--- config.mk ---
export PLATFORM = sky130hd
export DESIGN_NAME = jstepper
export DESIGN_NICKNAME = d
export VERILOG_FILES = /design/src/rtl/jstepper.sv
export SDC_FILE = /design/constraint.sdc
export NUM_CORES = 1
export LEC_CHECK = 0
export CORE_AREA = 2 2 39 41
export CTS_CLUSTER_SIZE = 10
export DETAILED_ROUTE_END_ITERATION = 10
export DIE_AREA = 0 0 41 43
export GPL_TIMING_DRIVEN = 1
export SYNTH_ARGS = -nofsm -noshare
export SYNTH_HDL_FRONTEND = slang
export SYNTH_SLANG_ARGS = --single-unit
--- constraint.sdc ---
create_clock -name clk -period 1.5 [get_ports clk]
set_clock_uncertainty 0.05 [all_clocks]
set_input_delay 0.3 -clock clk [delete_from_list [all_inputs] [get_ports clk]]
set_output_delay 0.3 -clock clk [all_outputs]
set_load 0.01 [all_outputs]
--- src/rtl/jstepper.sv ---
// Book-clock instruction stepper: 4-phase book cycle, one-hot step ring, enable/set/done decode.
// Latency: decode is combinational from registers; step advances on the phase-3 edge, done in phase 3 of the last step.
// Backpressure: none; the optional halt (JSTEPPER_HALT_EN) freezes at the next book-cycle boundary.
module jstepper #(
    parameter int NSTEPS = 6
) (
    input  logic              clk,
    input  logic              reset,
`ifdef JSTEPPER_HALT_EN
    input  logic              halt,
`endif
    output logic              clke,
    output logic              clks,
    output logic [NSTEPS-1:0] step,
    output logic [1:0]        phase,
    output logic              done
);

    logic [1:0]        phase_q, phase_nxt;
    logic [NSTEPS-1:0] step_q, step_nxt;
    // armed is low during reset and for nothing else; it keeps every decode
    // dark while reset is held even though phase sits at 0.
    logic              armed;
    logic              run_active;

`ifdef JSTEPPER_HALT_EN
    typedef enum logic {
        RUN    = 1'b0,
        HALTED = 1'b1
    } state_t;

    state_t state_q, state_nxt;

    // State register for the RUN/HALTED machine.
    always_ff @(posedge clk or posedge reset) begin
        if (reset) begin
            state_q <= RUN;
        end else begin
            state_q <= state_nxt;
        end
    end

    // Halt only takes effect on the phase-3 edge, so a book cycle always completes.
    always_comb begin
        state_nxt = state_q;
        if (armed) begin
            case (state_q)
                RUN:     if (phase_q == 2'd3 && halt) state_nxt = HALTED;
                HALTED:  if (!halt) state_nxt = RUN;
                default: state_nxt = RUN;
            endcase
        end
    end

    assign run_active = armed && (state_q == RUN);
`else
    assign run_active = armed;
`endif

    // Phase and step sequencing; nothing moves until the first edge after reset.
    always_comb begin
        phase_nxt = phase_q;
        step_nxt  = step_q;
        if (run_active) begin
            phase_nxt = phase_q + 2'd1;
            if (phase_q == 2'd3) begin
                if (NSTEPS > 1) begin
                    step_nxt = {step_q[NSTEPS-2:0], step_q[NSTEPS-1]};
                end
            end
        end else if (armed) begin
            phase_nxt = 2'd0;
        end
    end

    // Counter registers; reset forces phase 0 and step 1 immediately.
    always_ff @(posedge clk or posedge reset) begin
        if (reset) begin
            armed   <= 1'b0;
            phase_q <= 2'd0;
            step_q  <= NSTEPS'(1);
        end else begin
            armed   <= 1'b1;
            phase_q <= phase_nxt;
            step_q  <= step_nxt;
        end
    end

    // Enable spans phases 0-2, set sits in phase 1 so it lies strictly inside enable.
    always_comb begin
        clke = run_active && (phase_q != 2'd3);
        clks = run_active && (phase_q == 2'd1);
        done = run_active && (phase_q == 2'd3) && step_q[NSTEPS-1];
    end

    assign step  = step_q;
    assign phase = phase_q;

endmodule

Word-level counts from Yosys, hierarchy flattened
Index checks and enable logic that the tools add are counted.
{ "totals": {"register_bits": 9, "in_bits": 2, "out_inout_bits": 11, "elab_cells": 12} }
{ "op_classes": {"addsub": 1, "eq_ne": 3, "n_reduce_logical": 5} }
{ "ops": {"columns": ["op", "count"], "rows": [
  ["$logic_and A1 B1 Y1", 4],
  ["$add A2 B1 Y2 const B", 1],
  ["$eq A2 B1 Y1 const B", 1],
  ["$eq A2 B2 Y1 const B", 1],
  ["$ne A2 B2 Y1 const B", 1],
  ["$reduce_and A2 Y1", 1]
]} }

Logic depth before layout (Yosys ltp)
Gate-level depths: netlist of run 1.
{ "logic_depth": {"ltp_word": 3, "depth_mapped": 3, "mapped_depth_nobuf": 3} }

Least setup slack after synthesis of run 1
OpenSTA, ideal clock, no wires.
{ "synth_path": {"path_kind": "reg-to-reg", "start": "register phase_q[0], in the netlist phase[0]", "end": "register step_q[1], in the netlist step[1]", "setup_ps": 125, "arrival_ps": 1108, "required_ps": 1325, "path_slack_ps": 217, "path_stages_with_launch": 4, "n_path_buf": 0, "synth_period_minus_slack_ps": 1283, "path_cell_list": "dfrtp_1 ha_1 nand2_4 mux2_4"} }
{ "synth_between": {"elab_chain_cells": 2} }
{ "synth_lines": {"columns": ["item", "line_no", "rtl"], "rows": [
  ["start, declared", "19", "logic [1:0] phase_q, phase_nxt;"],
  ["start signal, assigned", "84", "phase_q <= phase_nxt;"],
  ["$eq A2 B2 Y1", "66", "if (phase_q == 2'd3) begin"],
  ["$reduce_and A2 Y1 (no line)", null, null],
  ["end signal, assigned", "85", "step_q <= step_nxt;"],
  ["end, declared", "20", "logic [NSTEPS-1:0] step_q, step_nxt;"]
]} }
Every way passes these cells.
A chain may end at the register's enable or synchronous reset.

Worst setup path in the final report of run 1
{ "layout_path": {"start": "register phase_q[0], in the netlist phase[0]", "end": "output port clks"} }
{ "layout_between": {"elab_chain_cells": 2} }
{ "layout_lines": {"columns": ["item", "line_no", "rtl"], "rows": [
  ["$eq A2 B1 Y1", "92", "clks = run_active && (phase_q == 2'd1);"],
  ["$logic_and A1 B1 Y1", "92", null],
  ["end, declared", "13", "output logic clks,"]
]} }
Every way passes these cells.

==> results of run 1 <==
-- flip-flops by register name (all words and copies together), names as in the netlist --
register and flops:
phase 2, armed 1, step 6
-- worst max path at each step --
stage                    to  slack [ps]  startpoint  cells past startpoint
floorplan           step[1]         220    phase[0]                      3
global route           clks        -120    phase[1]                      5
CTS                    clks         -90    phase[1]                      5
detailed placement     done        -200    phase[0]                      3
finish                 clks         -60    phase[0]                      4
global placement       done        -170    phase[1]                      3
-- critical path, cell delays in order (launching register included) --
cell and delay (ps):
dfrtp_2 440, buf_6 130, ha_4 130, and2_4 150, buf_6 110
-- per-stage QoR --
| step | total power, mW | worst slack, ps | setup TNS [ps] |
|---|---|---|---|
| finish | 0.950 | -63.8 | -89.3 |
| global route | 1.02 | -125 | -253 |
| CTS | 0.822 | -86.5 | -148 |
| detailed placement | 0.618 | -203 | -472 |
| global placement | 0.606 | -167 | -413 |
| floorplan | 0.439 | 217 | 0 |
-- cells in the mapped netlist --
master	instances
inv_1	2
dfrtp_1	8
mux2_4	5
and3_1	1
ha_1	2
mux2i_1	1
xor2_1	1
nand2_4	1
nor2b_1	1
dfstp_2	1
conb_1	1
a21o_1	1
and2_1	1
-- layer usage --
layer / global-route usage / up-vias
met5: 0 / -
met4: 0.0600 / 0
met3: 0.0785 / 0
met2: 0.181 / 7
met1: 0.127 / 137
li1: - / 133
-- power by group through the flow --
stage / clock network (mW) / logic, mW / registers [mW]
2_1_floorplan: 0 / 0.120 / 0.319
3_3_place_gp: 0 / 0.306 / 0.300
3_5_place_dp: 0 / 0.314 / 0.304
4_1_cts: 0.194 / 0.329 / 0.299
5_1_grt: 0.220 / 0.467 / 0.330
6_report: 0.187 / 0.440 / 0.323
-- timing repair --
| action | 4_1_cts | 5_1_grt |
|---|---|---|
| buffers inserted | 2 | 1 |
| endpoints found under the setup margin | 11 | 3 |
| pin swaps | 1 | 1 |
| resized for setup | 24 | 12 |
| hold endpoints to repair | 0 | 0 |
-- logic make-up after synthesis --
group / count (synthesis) / share of synthesized area
compound gates: 1 / 0.0191
xor+xnor: 1 / 0.0222
fa+ha+maj: 2 / 0.0635
buf+inv: 2 / 0.0191
flops: 9 / 0.575
mux: 6 / 0.216
other cells: 1 / 0.00951
simple gates: 4 / 0.0762
-- cell type report --
type / instances / area [sq um]
Clock buffer: 4 / 26.3
Fill cell: 129 / 731
Inverter: 2 / 10.0
Multi-Input combinational cell: 15 / 193
Sequential cell: 9 / 229
Tap cell: 16 / 20.0
Timing Repair Buffer: 20 / 175
==> results.txt, run 1 <==
----------------------------------------------------
[GRT]
  Overall routing resource usage ... 0.122
  Via count of the first global-routing pass ... 305
  Global-route wire length before repair ... 1.35 mm
  Grt ovf ... 0
  Maximum number of pins on one net before global-route repair ... 10
  Antenna violations before repair ... 0

[Synth]
  Sequential-to-total area share from yosys stat ... 0.575
  Yosys synthesis warning count ... 0
  Top cell type by total area after synthesis ... dfrtp_1
  Net count of the mapped netlist ... 30
  Biggest area contributors in the synthesized netlist ... dfrtp_1 (51%), mux2_4 (19%), dfstp_2 (6.7%)
  Unique cell type count in the Yosys netlist ... 13
  Cell area after synthesis ... slightly below 400 sq um
  Synthesized area per cell ... about 15 sq um
  Top-area cell type share of the netlist area ... 0.508
  Number of cells produced by synthesis ... 26
  Synth Register Bits ... 9

[Place]
  Routability congestion estimate ... approximately 0.68
  Cell area after placement ... ~570 sq um
  Dpl cells ... between 50 and 60
  Number of input and output port buffers inserted ... 12
  Final HPWL from detailed placement ... between 500 and 600 microns

[Finish]
  Antenna Cells ... 0
  Area growth syn-to-layout ... 65.7%
  Highest-count cells in the layout ignoring fill and taps ... buf_4 (7), dfrtp_1 (6), dlygate4sd2_1 (6)
  Most common cell after layout, fill and taps aside ... buf_4
  Share of final-layout standard cells stronger than drive strength 1 ... 0.580
  Fin cells ... 66
  Final Util ... 0.472
  Finished Cell Area ... between 600 and 700 sq um
  Net total in the final layout ... between 50 and 60

[Floorplanning]
  Starting density of the core ... 0.285
  Core Area ... around 1400 sq um
  Cell Rows ... 14
  # IOs ... 13
  Full die area ... 1760 sq um
  Die span in y ... about 43 microns
  Chip Width ... between 40 and 50 microns

[Run]
  Max-cap violations ... 0

[Worst setup path]
  Kind of launch point of the worst setup path ... register
  Reg-to-reg endpoint ... step[3]
  R2r worst-path depth ... 3
  Data required time of the worst path ... 1150 ps
  Flop-to-flop setup slack ... around 280 ps
  Critical path peak fanout ... 3
  Kind of critical path ... register to primary output
  Arrival time of data at the critical path endpoint ... roughly 1200 ps
  Launching point of the worst reg2reg path ... phase[1]
  Element type at the critical path end ... primary output

[Detailed routing]
  Routed wire length ... roughly 800 microns
  Iter 0 DRT Violations ... 3
  Met3 wire length ... about 54 microns
  WL/cell ... roughly 12 microns
  Detailed-routing wirelength on met1 ... roughly 280 microns
  Routed wl met2 ... 472 microns
  Routed vias ... between 200 and 300
  Final routed DRC violation total ... 0
  Vias per std cell ... around 4.2
  Uppermost metal layer occupied by signal nets ... met3
  Initial DRT Pass Iterations ... 4
  Number of nets still failing antenna checks after routing ... 0

[Power and ir drop]
  Switching power ... around 0.3 mW
  Switching part of the total power ... 0.317
  Share of power burned in combinational logic ... 0.463
  Leak Pwr ... between 0.3 and 0.4 nW
  Highest ir drop seen on vdd ... between 0.0006 and 0.0007 V
  Clock Power Share ... 0.197
  Sequential cell fraction of total power ... 0.340
  Power density cells ... roughly 1500 nW/um^2
  Internal power component ... roughly 0.65 mW

[Timing]
  Crit share post-route ... 1.04
  Minimum clock period after layout ... around 1600 ps
  Final hold slack ... about 250 ps
  Final WS setup ... -63.8 ps
  Final count of hold timing violations ... 0
  RSZ-0062 raised after global routing ... true
  Top achievable clock speed ... 639 MHz
  Max-slew violation total from the final report ... 0
  Final setup violation count ... 2

[Hold path]
  HP Class ... input pin to asynchronous set/reset pin

[CTS]
  Later-pin clock latency in the skew report ... 260 ps
  Post-CTS Hold Buffers ... 0
  Count of H-tree levels built during CTS ... 1
  Deepest clock path buffer count ... 2
  Clock net sink count ... 9
  Clock tree from TritonCTS ... yes
  Clock buffer count from CTS ... 3
  Clk pin slew, worst setup/hold paths ... ~60 ps
  CTS root buffer ... clkbuf_4

[Outcome]
  Violations in the final reports ... negative setup slack
  Outcome ... finished, violations left

----------------------------------------------------
Note: power is estimated with default switching activity, not from simulation.
==> run 2, diff against run 1 <==
- CORE_AREA: 2 2 39 41 -> 5 5 42 44
- CTS_CLUSTER_DIAMETER: default -> 60
- DIE_AREA: 0 0 41 43 -> 0 0 47 49
==> results.txt, run 2 (same netlist as run 1, synthesis figures left out) <==
----------------------------------------------------
[Floorplanning]
  Die span in y ... 49 microns (was 43 microns)
  Chip Width ... 47 microns (was 41 microns)
  Cell Rows ... 14 (unchanged)
  Core Area ... 1400 sq um (was 1380 sq um)
  Full die area ... 2300 sq um (was 1760 sq um)
  # IOs ... 13 (unchanged)
  Starting density of the core ... 0.281 (was 0.285)

[Power and ir drop]
  Switching power ... 0.287 mW (was 0.301 mW)
  Clock Power Share ... 0.191 (was 0.197)
  Power density cells ... 1420 nW/um^2 (was 1450 nW/um^2)
  Leak Pwr ... 0.373 nW (was 0.363 nW)
  Sequential cell fraction of total power ... 0.345 (was 0.340)
  Switching part of the total power ... 0.306 (was 0.317)
  Power consumption ... 0.937 mW (was 0.950 mW)
  Internal power component ... 0.650 mW (was 0.649 mW)
  Highest ir drop seen on vdd ... 0.000802 V (was 0.000677 V)
  Share of power burned in combinational logic ... 0.465 (was 0.463)

[Timing]
  Final WS setup ... -32.3 ps (was -63.8 ps)
  Crit share post-route ... 1.02 (was 1.04)
  Final setup violation count ... 2 (unchanged)
  Max-slew violation total from the final report ... 0 (unchanged)
  Final count of hold timing violations ... 0 (unchanged)
  Accumulated negative setup slack ... -40.0 ps (was -89.3 ps)
  Minimum clock period after layout ... 1530 ps (was 1560 ps)
  RSZ-0062 raised after global routing ... true (unchanged)
  Top achievable clock speed ... 653 MHz (was 639 MHz)

[Detailed routing]
  Vias per std cell ... 4.00 (was 4.20)
  Iter 0 DRT Violations ... 0 (was 3)
  WL/cell ... 12.1 microns (was 12.2 microns)
  Initial DRT Pass Iterations ... 1 (was 4)
  Routed vias ... 272 (was 277)
  Routed wire length ... 826 microns (was 806 microns)
  Final routed DRC violation total ... 0 (unchanged)
  Number of nets still failing antenna checks after routing ... 0 (unchanged)

[CTS]
  Deepest clock path buffer count ... 2 (unchanged)
  CTS root buffer ... clkbuf_4 (unchanged)
  Post-CTS Hold Buffers ... 0 (unchanged)
  Clock tree from TritonCTS ... yes (unchanged)
  Clock buffer count from CTS ... 3 (unchanged)
  Later-pin clock latency in the skew report ... 260 ps (about the same)
  Clock net sink count ... 9 (unchanged)
  Clk pin slew, worst setup/hold paths ... 60 ps (about the same)
  Count of H-tree levels built during CTS ... 1 (unchanged)

[Finish]
  Number of flip-flops under the largest register name ... 6 (unchanged)
  Antenna Cells ... 0 (unchanged)
  Net total in the final layout ... 57 (was 55)
  Area growth syn-to-layout ... 67.9% (was 65.7%)
  Highest-count cells in the layout ignoring fill and taps ... buf_4 (9), dfrtp_1 (7), dlygate4sd2_1 (7) (was buf_4 (7), dfrtp_1 (6), dlygate4sd2_1 (6))
  Share of final-layout standard cells stronger than drive strength 1 ... 0.558 (was 0.580)
  Most common cell after layout, fill and taps aside ... buf_4 (unchanged)

[Place]
  Number of input and output port buffers inserted ... 12 (unchanged)
  Routability congestion estimate ... 0.785 (was 0.681)
  Final HPWL from detailed placement ... 597 microns (was 571 microns)

[GRT]
  Antenna violations before repair ... 0 (unchanged)
  Global-route wire length before repair ... 1.41 mm (was 1.35 mm)
  Via count of the first global-routing pass ... 311 (was 305)
  Grt ovf ... 0 (unchanged)
  Maximum number of pins on one net before global-route repair ... 10 (unchanged)
  Overall routing resource usage ... 0.0888 (was 0.122)

[Outcome]
  Violations in the final reports ... negative setup slack (unchanged)
  Outcome ... finished, violations left (unchanged)

[Hold path]
  HP Class ... input pin to asynchronous set/reset pin (unchanged)

[Worst setup path]
  Kind of critical path ... register to primary output (unchanged)
  Data required time of the worst path ... 1150 ps (about the same)
  Element type at the critical path end ... primary output (unchanged)
  Arrival time of data at the critical path endpoint ... 1180 ps (was 1210 ps)
  Kind of launch point of the worst setup path ... register (unchanged)
  Critical path peak fanout ... 3 (unchanged)

[Run]
  Max-cap violations ... 0 (unchanged)

----------------------------------------------------
run 2: cell types whose count changed in the layout (fill, tap and decap cells not counted):
cell           delta
dfrtp_2           -1
dlygate4sd2_1     +1
inv_4             -1
inv_2             +1
buf_4             +2
dfrtp_1           +1
buf_6             -1
run 2: worst max-delay path, stage by stage (launching register included):
cell     delay, ps
dfrtp_2        440
ha_4           190
and3_4         190
buf_6          110
run 2: area by class of cell:
class                      instances  area, sq um
fill                             135          739
multi-input combinational         15          193
clock buffer                       4         26.3
timing repair buffer              22          188
tap                               16         20.0
inverter                           2         7.51
sequential                         9          228
run 2: stage by stage:
stage | instances | utilization | cell area, sq um | setup WS (ps) | hold slack (ps)
floorplan | 26 | - | 394 | 217 | 77.2
global placement | 60 | 0.413 | 579 | -173 | 464
detailed placement | 60 | 0.413 | 579 | -190 | 464
CTS | 69 | 0.468 | 656 | -46.0 | 249
global route | 68 | 0.472 | 662 | -76.8 | 282
finish | 68 | 0.472 | 662 | -32.3 | 243
run 2: path summary, 6_finish.rpt:
| path | from | to | slack [ps] | cells past startpoint |
|---|---|---|---|---|
| worst min register to register | step[0] | step[0] | 470 | 1 |
| worst min-delay path | reset | step[1] | 240 | 2 |
| min in group clk | step[0] | step[0] | 470 | 1 |
| worst max-delay path | phase[0] | done | -30 | 3 |
| max in group asynchronous | reset | step[0] | 860 | 2 |
| worst max register to register | phase[1] | phase[1] | 180 | 7 |
run 2: layer usage:
layer | up-vias | wire length, microns | global-route usage
met5 | - | 0 | 0
met4 | 0 | 0 | 0.0829
met1 | 129 | 385 | 0.0995
met2 | 7 | 407 | 0.124
li1 | 136 | - | -
met3 | 0 | 33 | 0.0295
run 2: repair_timing:
action / in CTS / in global routing
endpoints found under the setup margin: 11 / 5
pin swaps: 2 / 1
buffers inserted: 5 / 0
gates resized for setup: 28 / 4
run 2: power by group through the flow:
stage	sequential (mW)	combinational, mW	clock, mW
2_1_floorplan	0.319	0.120	0
3_3_place_gp	0.299	0.308	0
3_5_place_dp	0.305	0.326	0
4_1_cts	0.325	0.425	0.192
5_1_grt	0.327	0.484	0.206
6_report	0.323	0.435	0.179
==> run 3, diff against run 2 <==
- CTS_BUF_LIST: default -> sky130_fd_sc_hd__clkbuf_8
==> results.txt, run 3 (same netlist as run 1, synthesis figures left out) <==
----------------------------------------------------
[CTS]
  Clock net sink count ... 9 (unchanged)
  Deepest clock path buffer count ... 2 (unchanged)
  Post-CTS Hold Buffers ... 0 (unchanged)
  Later-pin clock latency in the skew report ... 230 ps (was 260 ps)
  Count of H-tree levels built during CTS ... 1 (unchanged)
  Clock buffer count from CTS ... 3 (unchanged)
  Clock tree from TritonCTS ... yes (unchanged)
  CTS root buffer ... clkbuf_8 (was clkbuf_4)
  Clk pin slew, worst setup/hold paths ... 50 ps (was 60 ps)

[Worst setup path]
  Critical path peak fanout ... 3 (unchanged)
  Worst path cell trace ... inv_2 > ha_2 > and2_1 > buf_2 (was ha_4 > and3_4 > buf_6)
  CP max-delay cell ... dfrtp_1 (was dfrtp_2)
  Kind of launch point of the worst setup path ... register (unchanged)
  Kind of critical path ... register to primary output (unchanged)
  Delay-heaviest family, CP ... flip-flops (unchanged)
  CP Buf/Inv Count ... 2 (was 1)
  Crit. Startpoint ... phase[1] (was phase[0])
  Launching point of the worst reg2reg path ... phase[1] (unchanged)
  Data required time of the worst path ... 1150 ps (about the same)
  Arrival time of data at the critical path endpoint ... 1150 ps (was 1180 ps)
  Element type at the critical path end ... primary output (unchanged)
  Slowest stage delay, CP ... 410 ps (was 440 ps)

[Outcome]
  Outcome ... finished, final reports clean (was finished, violations left)

[Power and ir drop]
  Highest ir drop seen on vdd ... 0.000841 V (was 0.000802 V)
  Clock Power Share ... 0.266 (was 0.191)
  Sequential cell fraction of total power ... 0.310 (was 0.345)
  Power density cells ... 1530 nW/um^2 (was 1420 nW/um^2)
  Switching power ... 0.312 mW (was 0.287 mW)
  Leak Pwr ... 0.390 nW (was 0.373 nW)
  Internal power component ... 0.718 mW (was 0.650 mW)
  Power consumption ... 1.03 mW (was 0.937 mW)
  Share of power burned in combinational logic ... 0.424 (was 0.465)
  Switching part of the total power ... 0.303 (was 0.306)

[Place]
  Number of input and output port buffers inserted ... 12 (unchanged)
  Dpl cells ... 60 (unchanged)
  Final HPWL from detailed placement ... 597 microns (unchanged)
  Routability congestion estimate ... 0.785 (unchanged)

[Detailed routing]
  Routed wl met2 ... 515 microns (was 407 microns)
  Detailed-routing wirelength on met1 ... 356 microns (was 385 microns)
  Met3 wire length ... 41 microns (was 33 microns)
  Initial DRT Pass Iterations ... 3 (was 1)
  Final routed DRC violation total ... 0 (unchanged)
  Uppermost metal layer occupied by signal nets ... met4 (was met3)
  Number of nets still failing antenna checks after routing ... 0 (unchanged)
  Routed vias ... 294 (was 272)
  Vias per std cell ... 4.20 (was 4.00)
  WL/cell ... 13.6 microns (was 12.1 microns)
  Iter 0 DRT Violations ... 10 (was 0)
  Routed wire length ... 949 microns (was 826 microns)

[Hold path]
  HP Class ... input pin to asynchronous set/reset pin (unchanged)

[Timing]
  Top achievable clock speed ... 668 MHz (was 653 MHz)
  Crit share post-route ... 0.997 (was 1.02)
  Max-slew violation total from the final report ... 0 (unchanged)
  RSZ-0062 raised after global routing ... true (unchanged)
  Final setup violation count ... 0 (was 2)
  Final count of hold timing violations ... 0 (unchanged)
  Minimum clock period after layout ... 1500 ps (was 1530 ps)
  Final hold slack ... 270 ps (was 243 ps)

[Finish]
  Final Util ... 0.479 (was 0.472)
  Most common cell after layout, fill and taps aside ... buf_4 (unchanged)
  Number of flip-flops under the largest register name ... 6 (unchanged)
  Share of final-layout standard cells stronger than drive strength 1 ... 0.556 (was 0.558)
  Antenna Cells ... 0 (unchanged)
  Fin cells ... 70 (was 68)
  Highest-count cells in the layout ignoring fill and taps ... buf_4 (12), dlygate4sd2_1 (8), dfrtp_1 (7) (was buf_4 (9), dfrtp_1 (7), dlygate4sd2_1 (7))
  Net total in the final layout ... 59 (was 57)
  Area growth syn-to-layout ... 70.5% (was 67.9%)
  Count of filler cells inserted in the layout ... 126 (was 135)

[GRT]
  Overall routing resource usage ... 0.0988 (was 0.0888)
  Antenna violations before repair ... 0 (unchanged)
  Global-route wire length before repair ... 1.53 mm (was 1.41 mm)
  Via count of the first global-routing pass ... 324 (was 311)
  Maximum number of pins on one net before global-route repair ... 10 (unchanged)
  Grt ovf ... 0 (unchanged)

[Run]
  Max-cap violations ... 0 (unchanged)

[Floorplanning]
  Core Area ... 1400 sq um (unchanged)
  Chip Width ... 47 microns (unchanged)
  # IOs ... 13 (unchanged)
  Die span in y ... 49 microns (unchanged)
  Full die area ... 2300 sq um (unchanged)
  Starting density of the core ... 0.281 (unchanged)
  Cell Rows ... 14 (unchanged)

----------------------------------------------------
==> run 3: cell count changes in the layout (fill, tap and decap cells not counted), moves of 2 or more <==
cell      previous run  this run
clkbuf_4             3         0
buf_4                9        12
buf_6                3         1
clkbuf_8             0         3
==> run 3: timing repair <==
item                                    4_1_cts  5_1_grt
cloned                                        0        0
endpoints found under the setup margin       11        3
pin swaps                                     1        1
resized for setup                            26        1
buffers inserted                              5        1
==> run 3: area by class of cell <==
class / count / area, sq um / share of cell area
Sequential cell: 9 / 228 / 0.339
Inverter: 2 / 7.51 / 0.0112
Timing Repair Buffer: 24 / 191 / 0.285
Clock inverter: 1 / 3.75 / 0.00559
Multi-Input combinational cell: 15 / 180 / 0.268
Clock buffer: 3 / 41.3 / 0.0615
Tap cell: 16 / 20.0 / 0.0298
==> run 3: final timing paths <==
check | endpoint | slack [ps] | depth (start not counted)
worst max-delay path | clks | 4 | 4
worst min-delay path | step[1] | 270 | 2
worst max register to register | phase[1] | 50 | 8
worst min register to register | step[0] | 470 | 1
max in group asynchronous | step[0] | 840 | 2
min in group clk | step[0] | 470 | 1
==> run 3: power by group through the flow <==
stage	logic, mW	registers (mW)	clock network, mW
final	0.437	0.320	0.274
after CTS	0.409	0.316	0.278
after global routing	0.475	0.322	0.293
after floorplan	0.120	0.319	0
after detailed placement	0.326	0.305	0
after global placement	0.308	0.299	0
==> run 3: layer usage <==
layer  up-vias  track usage
met1       138       0.0950
met3         5       0.0295
met5         -            0
met2        10        0.161
met4         0       0.0829
li1        141            -
==> run 3: through the flow <==
stage          TNS (ps)  setup slack [ps]  area, sq um
6_report              0              4.03          672
5_1_grt           -45.1             -26.6          672
4_1_cts           -22.0             -14.7          663
3_5_place_dp       -499              -190          579
3_3_place_gp       -424              -173          579
2_1_floorplan         0               217          394
